$ cat config.mk
export PLATFORM = sky130hd
export DESIGN_NAME = npc_btb_unit
export DESIGN_NICKNAME = d
export VERILOG_FILES = /design/src/rtl/npc_btb_unit.sv
export SDC_FILE = /design/constraint.sdc
export NUM_CORES = 1
export LEC_CHECK = 0
export ABC_CLOCK_PERIOD_IN_PS = 5700
export CAP_MARGIN = 20
export CORE_UTILIZATION = 38
export DETAILED_ROUTE_END_ITERATION = 12
export PLACE_DENSITY = 0.85
export SYNTH_ARGS = -nofsm -noshare
export SYNTH_HDL_FRONTEND = slang
export SYNTH_SLANG_ARGS = --single-unit
$ cat constraint.sdc
create_clock -name clk -period 5.7 [get_ports clk]
set_input_delay 1.14 -clock clk [delete_from_list [all_inputs] [get_ports clk]]
set_output_delay 1.14 -clock clk [all_outputs]
set_load 0.01 [all_outputs]
$ cat src/rtl/npc_btb_unit.sv
// -----------------------------------------------------------------------------
// npc_btb_unit -- next-PC selection for the fetch stage with an optional
// direct-mapped branch target buffer (BTB).
//
// Optional feature: define NPC_BTB_EN to build the BTB and its prediction path.
// Without it the block is a plain redirect mux with pred_taken_f tied low, and
// upd_* / btb_flush are ignored.
//
// Ports
//   clk, rst_n          : clock, asynchronous active-low reset
//   stall_f             : hold the fetch PC (an EX redirect still wins)
//   branch_e, jalr_e    : EX-stage redirect requests (branch_e has priority)
//   jal_d               : ID-stage jal redirect request
//   branch_target, jalr_target, jal_target : redirect targets
//   upd_valid_e         : BTB update strobe for a resolved branch
//   upd_pc_e, upd_target_e, upd_taken_e    : resolved branch PC/target/outcome
//   btb_flush           : invalidate every BTB entry at the next edge
//   pcf                 : registered fetch PC
//   pc_in               : combinational next PC
//   pred_taken_f        : BTB predicts taken for pcf
// -----------------------------------------------------------------------------
module npc_btb_unit #(
    parameter int              XLEN      = 32,
    parameter int              BTB_DEPTH = 16,
    parameter logic [XLEN-1:0] RESET_PC  = '0
) (
    input  logic            clk,
    input  logic            rst_n,
    input  logic            stall_f,
    input  logic            branch_e,
    input  logic            jalr_e,
    input  logic            jal_d,
    input  logic [XLEN-1:0] branch_target,
    input  logic [XLEN-1:0] jalr_target,
    input  logic [XLEN-1:0] jal_target,
    input  logic            upd_valid_e,
    input  logic [XLEN-1:0] upd_pc_e,
    input  logic [XLEN-1:0] upd_target_e,
    input  logic            upd_taken_e,
    input  logic            btb_flush,
    output logic [XLEN-1:0] pcf,
    output logic [XLEN-1:0] pc_in,
    output logic            pred_taken_f
);

    logic [XLEN-1:0] pcf_q, pcf_d;
    logic [XLEN-1:0] pc_plus4;
    logic [XLEN-1:0] pred_target;

`ifdef NPC_BTB_EN
    localparam int IDX_W = $clog2(BTB_DEPTH);
    localparam int TAG_W = XLEN - IDX_W - 2;

    logic [BTB_DEPTH-1:0] valid_q, valid_d;
    logic [TAG_W-1:0]     tag_q [BTB_DEPTH];
    logic [TAG_W-1:0]     tag_d [BTB_DEPTH];
    logic [XLEN-1:0]      tgt_q [BTB_DEPTH];
    logic [XLEN-1:0]      tgt_d [BTB_DEPTH];
    logic [1:0]           ctr_q [BTB_DEPTH];
    logic [1:0]           ctr_d [BTB_DEPTH];

    logic [IDX_W-1:0] f_idx, u_idx;
    logic [TAG_W-1:0] f_tag, u_tag;
    logic             u_hit;
    logic             unused_upd_lsb;

    assign f_idx = pcf_q[IDX_W+1:2];
    assign f_tag = pcf_q[XLEN-1:IDX_W+2];
    assign u_idx = upd_pc_e[IDX_W+1:2];
    assign u_tag = upd_pc_e[XLEN-1:IDX_W+2];
    // Instructions are word aligned, so the byte offset never reaches the BTB.
    assign unused_upd_lsb = ^upd_pc_e[1:0];

    // Lookup reads only the registered arrays, so an update in flight this
    // cycle is seen by fetch one cycle later.
    assign pred_taken_f = valid_q[f_idx] && (tag_q[f_idx] == f_tag) && ctr_q[f_idx][1];
    assign pred_target  = tgt_q[f_idx];
    assign u_hit        = valid_q[u_idx] && (tag_q[u_idx] == u_tag);

    // NOTE: every output of a combinational block gets a default first so no
    // path leaves it unassigned; that is what keeps latches from being inferred.
    always_comb begin
        valid_d = valid_q;
        tag_d   = tag_q;
        tgt_d   = tgt_q;
        ctr_d   = ctr_q;
        if (btb_flush) begin
            valid_d = '0;
        end else if (upd_valid_e) begin
            if (u_hit) begin
                if (upd_taken_e) begin
                    if (ctr_q[u_idx] != 2'd3) ctr_d[u_idx] = ctr_q[u_idx] + 2'd1;
                    tgt_d[u_idx] = upd_target_e;
                end else if (ctr_q[u_idx] != 2'd0) begin
                    ctr_d[u_idx] = ctr_q[u_idx] - 2'd1;
                end
            end else if (upd_taken_e) begin
                // Allocate weakly-taken so one later not-taken demotes it.
                valid_d[u_idx] = 1'b1;
                tag_d[u_idx]   = u_tag;
                tgt_d[u_idx]   = upd_target_e;
                ctr_d[u_idx]   = 2'd2;
            end
        end
    end

    always_ff @(posedge clk or negedge rst_n) begin
        if (!rst_n) valid_q <= '0;
        else        valid_q <= valid_d;
    end

    // NOTE: tag/target/counter storage has no reset; the valid bits alone make
    // stale contents invisible, and leaving the arrays unreset keeps them RAM-like.
    always_ff @(posedge clk) begin
        tag_q <= tag_d;
        tgt_q <= tgt_d;
        ctr_q <= ctr_d;
    end
`else
    logic unused_btb_inputs;

    assign unused_btb_inputs = ^{upd_valid_e, upd_pc_e, upd_target_e, upd_taken_e, btb_flush};
    assign pred_taken_f      = 1'b0;
    assign pred_target       = '0;
`endif

    // Natural wrap at 2^XLEN is intended.
    assign pc_plus4 = pcf_q + XLEN'(4);

    always_comb begin
        pc_in = pc_plus4;
        if (branch_e)          pc_in = branch_target;
        else if (jalr_e)       pc_in = jalr_target;
        else if (jal_d)        pc_in = jal_target;
        else if (pred_taken_f) pc_in = pred_target;
    end

    // An EX redirect must land even while fetch is stalled, otherwise the
    // wrong-path instruction would stay in the fetch slot.
    always_comb begin
        pcf_d = pcf_q;
        if (!stall_f || branch_e || jalr_e) pcf_d = pc_in;
    end

    // NOTE: state registers use non-blocking assignments so every flop samples
    // the pre-edge values regardless of process evaluation order.
    always_ff @(posedge clk or negedge rst_n) begin
        if (!rst_n) pcf_q <= RESET_PC;
        else        pcf_q <= pcf_d;
    end

    assign pcf = pcf_q;

endmodule
==> metrics.yaml, run 1 <==
cp.arrival_ps: 3600
ys_seq_area_share_pct: 24.60
fp.dieH_um: 94.56
synthXorXnorAreaFrac_pct: 5.380
tightestPinTransition_ps: 885.8
first_pass_iters: 5
synth_edf_count: 0
vias: 4095
grt_max_degree: 39
worstPathMaxFanout: 16
fin_crit_ps: 4743
fmaxAchievable_mhz: 210.8
coreArea_sq_um: 8258
utilization_pct: 61.30
fin_crit_sh_pct: 83.21
synthFlopType: "dfrtp_1"
routedWlPerCell_um: 18.73
wl_mm: 12.76
synth_seq_cells: 32
fp.dieW_um: 94.56
grt.total_usage_pct: 28.38
ys_async_sr_fraction_pct: 100.0
final_area_sq_um: 5062
synth_compound_area_share_pct: 31.82
drc: 0
dieArea_sq_um: 8942
syn_area_per_cell_sq_um: 7.571
grt_pass1_vias: 4020
final-hold-violation-count: 0
cts_num_sinks: 32
nFillCells: 719
start_util_pct: 39.42
synth-adder-area-share_pct: 0.3843
synthCells: 430
cts-resized-gates: 0
power_mw: 0.9597
grt_pass1_wl_mm: 19.69
cts_hold_buf: 0
cts.clk_slew.worst_paths_ps: 70
mostFrequentLayoutCell: "clkdlybuf4s50_1"
power.density_nw_per_um2: 189.6
stdcell_count: 681
io_pins: 234
dpl.hpwl_mm: 9.425
most-common-layout-cells: "162 x clkdlybuf4s50_1, 40 x nand2_1, 37 x o21ai_0, 36 x a21oi_1, 32 x dfrtp_1"
synth.distinct_cells: 66
yosysWarnings: 0
clockBufferDepth: 2
slew_violations: 0
io_buffers: 165
largest_reg_flops: 32
relSlewSlack_pct: 40.40
worst_slack_ps: 957.0
max-vdd-ir-drop_v: 0.0001332
p_leak_nw: 1.879
nets: 745
rsz0062_at_grt: "false"
drtIter0Drc: 292
synth_area_sq_um: 3256
drv_cap: 0
placed_cells: 673
worst_hold_slack_ps: 563.8
ant_nets: 0
worst_hold_path_type: "register to register"
vias_per_cell: 6.013
setup_violations: 0
area_delta_synth_final_pct: 55.50
multi_input_area_sq_um: 2255
status: "completed"
drive_gt1_share_pct: 7.639
cts_tree: "yes"
worstSetupPathType: "primary input to output pin"
synthSimpleGateAreaFrac_pct: 24.87
cp-start-kind: "primary input"
end_kind: "output pin"
clock_latency_ps: 290
pre_cts_slack_ps: 980.4
postCtsSetupRepairBufs: 0
rows: 33
syn-num-nets: 600
cts_root_buf: "clkbuf_8"
gp_congestion: 0.9161
placed_area_sq_um: 4936
numCtsBuffers: 5
crit_required_ps: 4560
antenna_cells: 0
fin_skew_ps: 9.201
synth_top_family_by_area: "compound AO/OA/AOI/OAI gates"
antenna_found_initial: 0
setup_tns_ps: 0
h-tree-depth: 2
muxShareOfSynthArea_pct: 6.687
ff_latch_area_sq_um: 800.8
grt_overflow: 0
-- worst max-delay path: stages --
cell	delay [ps]
clkdlybuf4s50_1	560
buf_4	290
or2_2	430
a21oi_1	230
inv_1	60
a211oi_1	290
nor3_1	90
clkdlybuf4s50_1	500
-- layer usage --
metal | track usage (%) | vias up | part of all wire (%)
met4 | 13.13 | 0 | 3.1
li1 | - | 1918 | -
met3 | 5.958 | 28 | 8.9
met5 | 0 | - | 0
met1 | 33.32 | 1918 | 40
met2 | 49.34 | 231 | 48
-- path summary, 6_finish.rpt --
check                        from   endpoint  cells past startpoint  slack (ps)
max                         jal_d  pc_in[25]                      8         960
min                        pcf[1]     pcf[1]                      1         560
max reg2reg                pcf[2]    pcf[28]                      6        3250
min in group asynchronous   rst_n    pcf[19]                      1         940
max in group asynchronous   rst_n    pcf[14]                      1        4260
min reg2reg                pcf[1]     pcf[1]                      1         560
-- area by class of cell --
type | instances | share of cell area, %
multi-input cells | 351 | 44.54
repair buffers | 175 | 33.81
flip-flops and latches | 32 | 15.82
well taps | 105 | 2.595
clock buffers | 7 | 1.903
inverters | 10 | 0.7415
clock inverters | 1 | 0.5932
-- kinds of logic (layout without fill, tap and decap cells) --
group	count (synthesis)	in the layout
compound gates	159	159
simple gates	150	150
buf+inv	47	193
flops	32	32
xor+xnor	20	20
mux	20	20
fa+ha+maj	1	1
other cells	1	1
-- synth_stat cells, types with 4 or more instances --
master	n	area, sq um
nor2_1	31	116.4
clkbuf_1	18	67.56
xnor2_1	16	140.1
xor2_1	4	35.03
nand2b_1	8	50.05
o21ai_0	37	185.2
nor3_1	7	35.03
and3_1	6	37.54
o21a_1	7	52.55
nor2b_1	4	25.02
a31oi_1	7	43.79
a21boi_0	4	30.03
a21oi_1	36	180.2
a2bb2oi_1	5	43.79
o2bb2ai_1	5	43.79
nand4_1	11	68.82
mux2_2	14	157.7
dfrtp_1	32	800.8
inv_1	9	33.78
and4_1	8	70.07
nor4_1	6	37.54
nand2_1	40	150.1
buf_1	6	22.52
o211ai_1	4	30.03
nand3_1	9	45.04
mux2i_1	6	60.06
buf_2	10	50.05
o22ai_1	17	106.4
a221oi_1	5	43.79
-- report_power, final --
| group | switching (mW) | internal, mW |
|---|---|---|
| clock | 0.0934 | 0.154 |
| sequential | 0.0533 | 0.254 |
| combinational | 0.176 | 0.228 |
Note: power is estimated with default switching activity, not from simulation.
==> inputs of run 2 (changes only) <==
ABC_CLOCK_PERIOD_IN_PS = 4820   (was 5700)
CORE_UTILIZATION = 36   (was 38)
PLACE_DENSITY = 0.81   (was 0.85)
clock period = 4.82 ns   (was 5.7 ns; I/O delays follow)
==> run 2 against run 1 <==
Clock power fell by 20%. Via count up 1.5%. Global-route usage down 0.69 points. First-iteration DRC count up 19%.
==> metrics.yaml, run 2 (synthesis results as in run 1) <==
end_kind: "output pin"  # unchanged
rsz0062_at_grt: "false"  # unchanged
power.density_nw_per_um2: 207.4  # was 189.6 nW/um^2
cp-start-kind: "primary input"  # unchanged
dpl.hpwl_mm: 9.768  # was 9.425 mm
max-vdd-ir-drop_v: 0.0001024  # was 0.0001332 V
clockBufferDepth: 2  # unchanged
tightestPinTransition_ps: 930.5  # was 885.8 ps
grt_pass1_vias: 4299  # was 4020
grt_overflow: 0  # unchanged
placed_cells: 680  # was 673
routedWlPerCell_um: 19.17  # was 18.73 um
setup_violations: 0  # unchanged
vias_per_cell: 6.069  # was 6.013
cp.arrival_ps: 3300  # was 3600 ps
worstPathMaxFanout: 9  # was 16
cts_root_buf: "clkbuf_8"  # unchanged
area_delta_synth_final_pct: 54.77  # was 55.50%
drc: 0  # unchanged
worstSetupPathType: "primary input to output pin"  # unchanged
drv_cap: 0  # unchanged
rows: 34  # was 33
status: "completed"  # unchanged
cts_hold_buf: 0  # unchanged
cts.clk_slew.worst_paths_ps: 70  # about the same
antenna_found_initial: 0  # unchanged
io_pins: 234  # unchanged
fin_skew_ps: 4.207  # was 9.201 ps
stdcell_count: 685  # was 681
fp.dieH_um: 97.10  # was 94.56 um
path_cells: "clkdlybuf4s50_1, buf_4, nor2b_1, buf_4, a221o_1, nand2_1, o21ai_0, clkdlybuf4s50_1"  # was clkdlybuf4s50_1, buf_4, or2_2, a21oi_1, inv_1, a211oi_1, nor3_1, clkdlybuf4s50_1
cts-resized-gates: 0  # unchanged
largest_reg_flops: 32  # unchanged
first_pass_iters: 5  # unchanged
most-common-layout-cells: "162 x clkdlybuf4s50_1, 40 x nand2_1, 37 x o21ai_0, 36 x a21oi_1, 32 x dfrtp_1"  # unchanged
p_leak_nw: 1.869  # was 1.879 nW
start_util_pct: 37.33  # was 39.42%
max_stage_delay_ps: 650  # was 560 ps
crit_buf_inv: 4  # unchanged
cp_top_family: "buffers and inverters"  # unchanged
slowest_stage: "clkdlybuf4s50_1"  # unchanged
cts_tree: "yes"  # unchanged
fmaxAchievable_mhz: 234.8
coreArea_sq_um: 8721  # was 8258 sq um
grt_pass1_wl_mm: 21.11  # was 19.69 mm
slew_violations: 0  # unchanged
setup_tns_ps: 0  # unchanged
drive_gt1_share_pct: 7.799  # was 7.639%
gp_congestion: 0.8617  # was 0.9161
antenna_cells: 0  # unchanged
io_buffers: 165  # unchanged
postCtsSetupRepairBufs: 0  # unchanged
vias: 4157  # was 4095
nets: 749  # was 745
h-tree-depth: 2  # unchanged
worst_hold_path_type: "register to register"  # unchanged
cts_num_sinks: 32  # unchanged
fin_crit_sh_pct: 88.37
numCtsBuffers: 5  # unchanged
final-hold-violation-count: 0  # unchanged
clock_latency_ps: 280  # was 290 ps
ant_nets: 0  # unchanged
grt_max_degree: 33  # was 39
crit_required_ps: 3860  # was 4560 ps
fp.dieW_um: 97.10  # was 94.56 um
wl_mm: 13.13  # was 12.76 mm
fin_crit_ps: 4260
mostFrequentLayoutCell: "clkdlybuf4s50_1"  # unchanged
dieArea_sq_um: 9427  # was 8942 sq um
drtIter0Drc: 347  # was 292
relSlewSlack_pct: 37.40  # was 40.40%
grt.total_usage_pct: 27.69  # was 28.38%
run 2: area by class of cell:
type | instances | area [sq um]
Multi-Input combinational cell | 351 | 2255
Fill cell | 799 | 3682
Inverter | 10 | 37.54
Tap cell | 108 | 135.1
Sequential cell | 32 | 800.8
Clock buffer | 5 | 68.82
Timing Repair Buffer | 179 | 1742
run 2: per-stage QoR:
stage          cell area [sq um]  hold slack [ps]  setup slack, ps  power, mW  utilization, %
3_5_place_dp                4970            523.4            576.1     0.8449           56.99
6_report                    5039            560.8            560.5      1.045           57.78
5_1_grt                     5039            585.9            392.2      1.098           57.78
2_1_floorplan               3256            570.9             1549     0.5762               -
4_1_cts                     5039            554.0            567.4      1.044           57.78
3_3_place_gp                4970            522.9            569.2     0.8319           56.99
run 2: final timing paths:
kind	start	endpoint	slack [ps]	cells past startpoint
setup reg to reg	pcf[12]	pcf[25]	2360	5
hold reg to reg	pcf[1]	pcf[1]	560	1
hold / removal	pcf[1]	pcf[1]	560	1
max in group asynchronous	rst_n	pcf[29]	3520	1
setup / recovery	jal_d	pc_in[24]	560	8
min in group asynchronous	rst_n	pcf[31]	780	1
run 2: per-layer routing:
| metal | GRT usage (%) | vias to the layer above | share of wire (%) |
|---|---|---|---|
| li1 | - | 1913 | - |
| met3 | 5.612 | 42 | 8.4 |
| met1 | 34.31 | 1979 | 40 |
| met5 | 0 | - | 0 |
| met2 | 46.26 | 223 | 48 |
| met4 | 12.51 | 0 | 3.2 |
run 2: power by group:
part	switching, mW	internal, mW	total [mW]
registers	0.0655	0.301	0.366
clock network	0.106	0.0933	0.199
logic	0.208	0.272	0.480
total	0.379	0.666	1.04
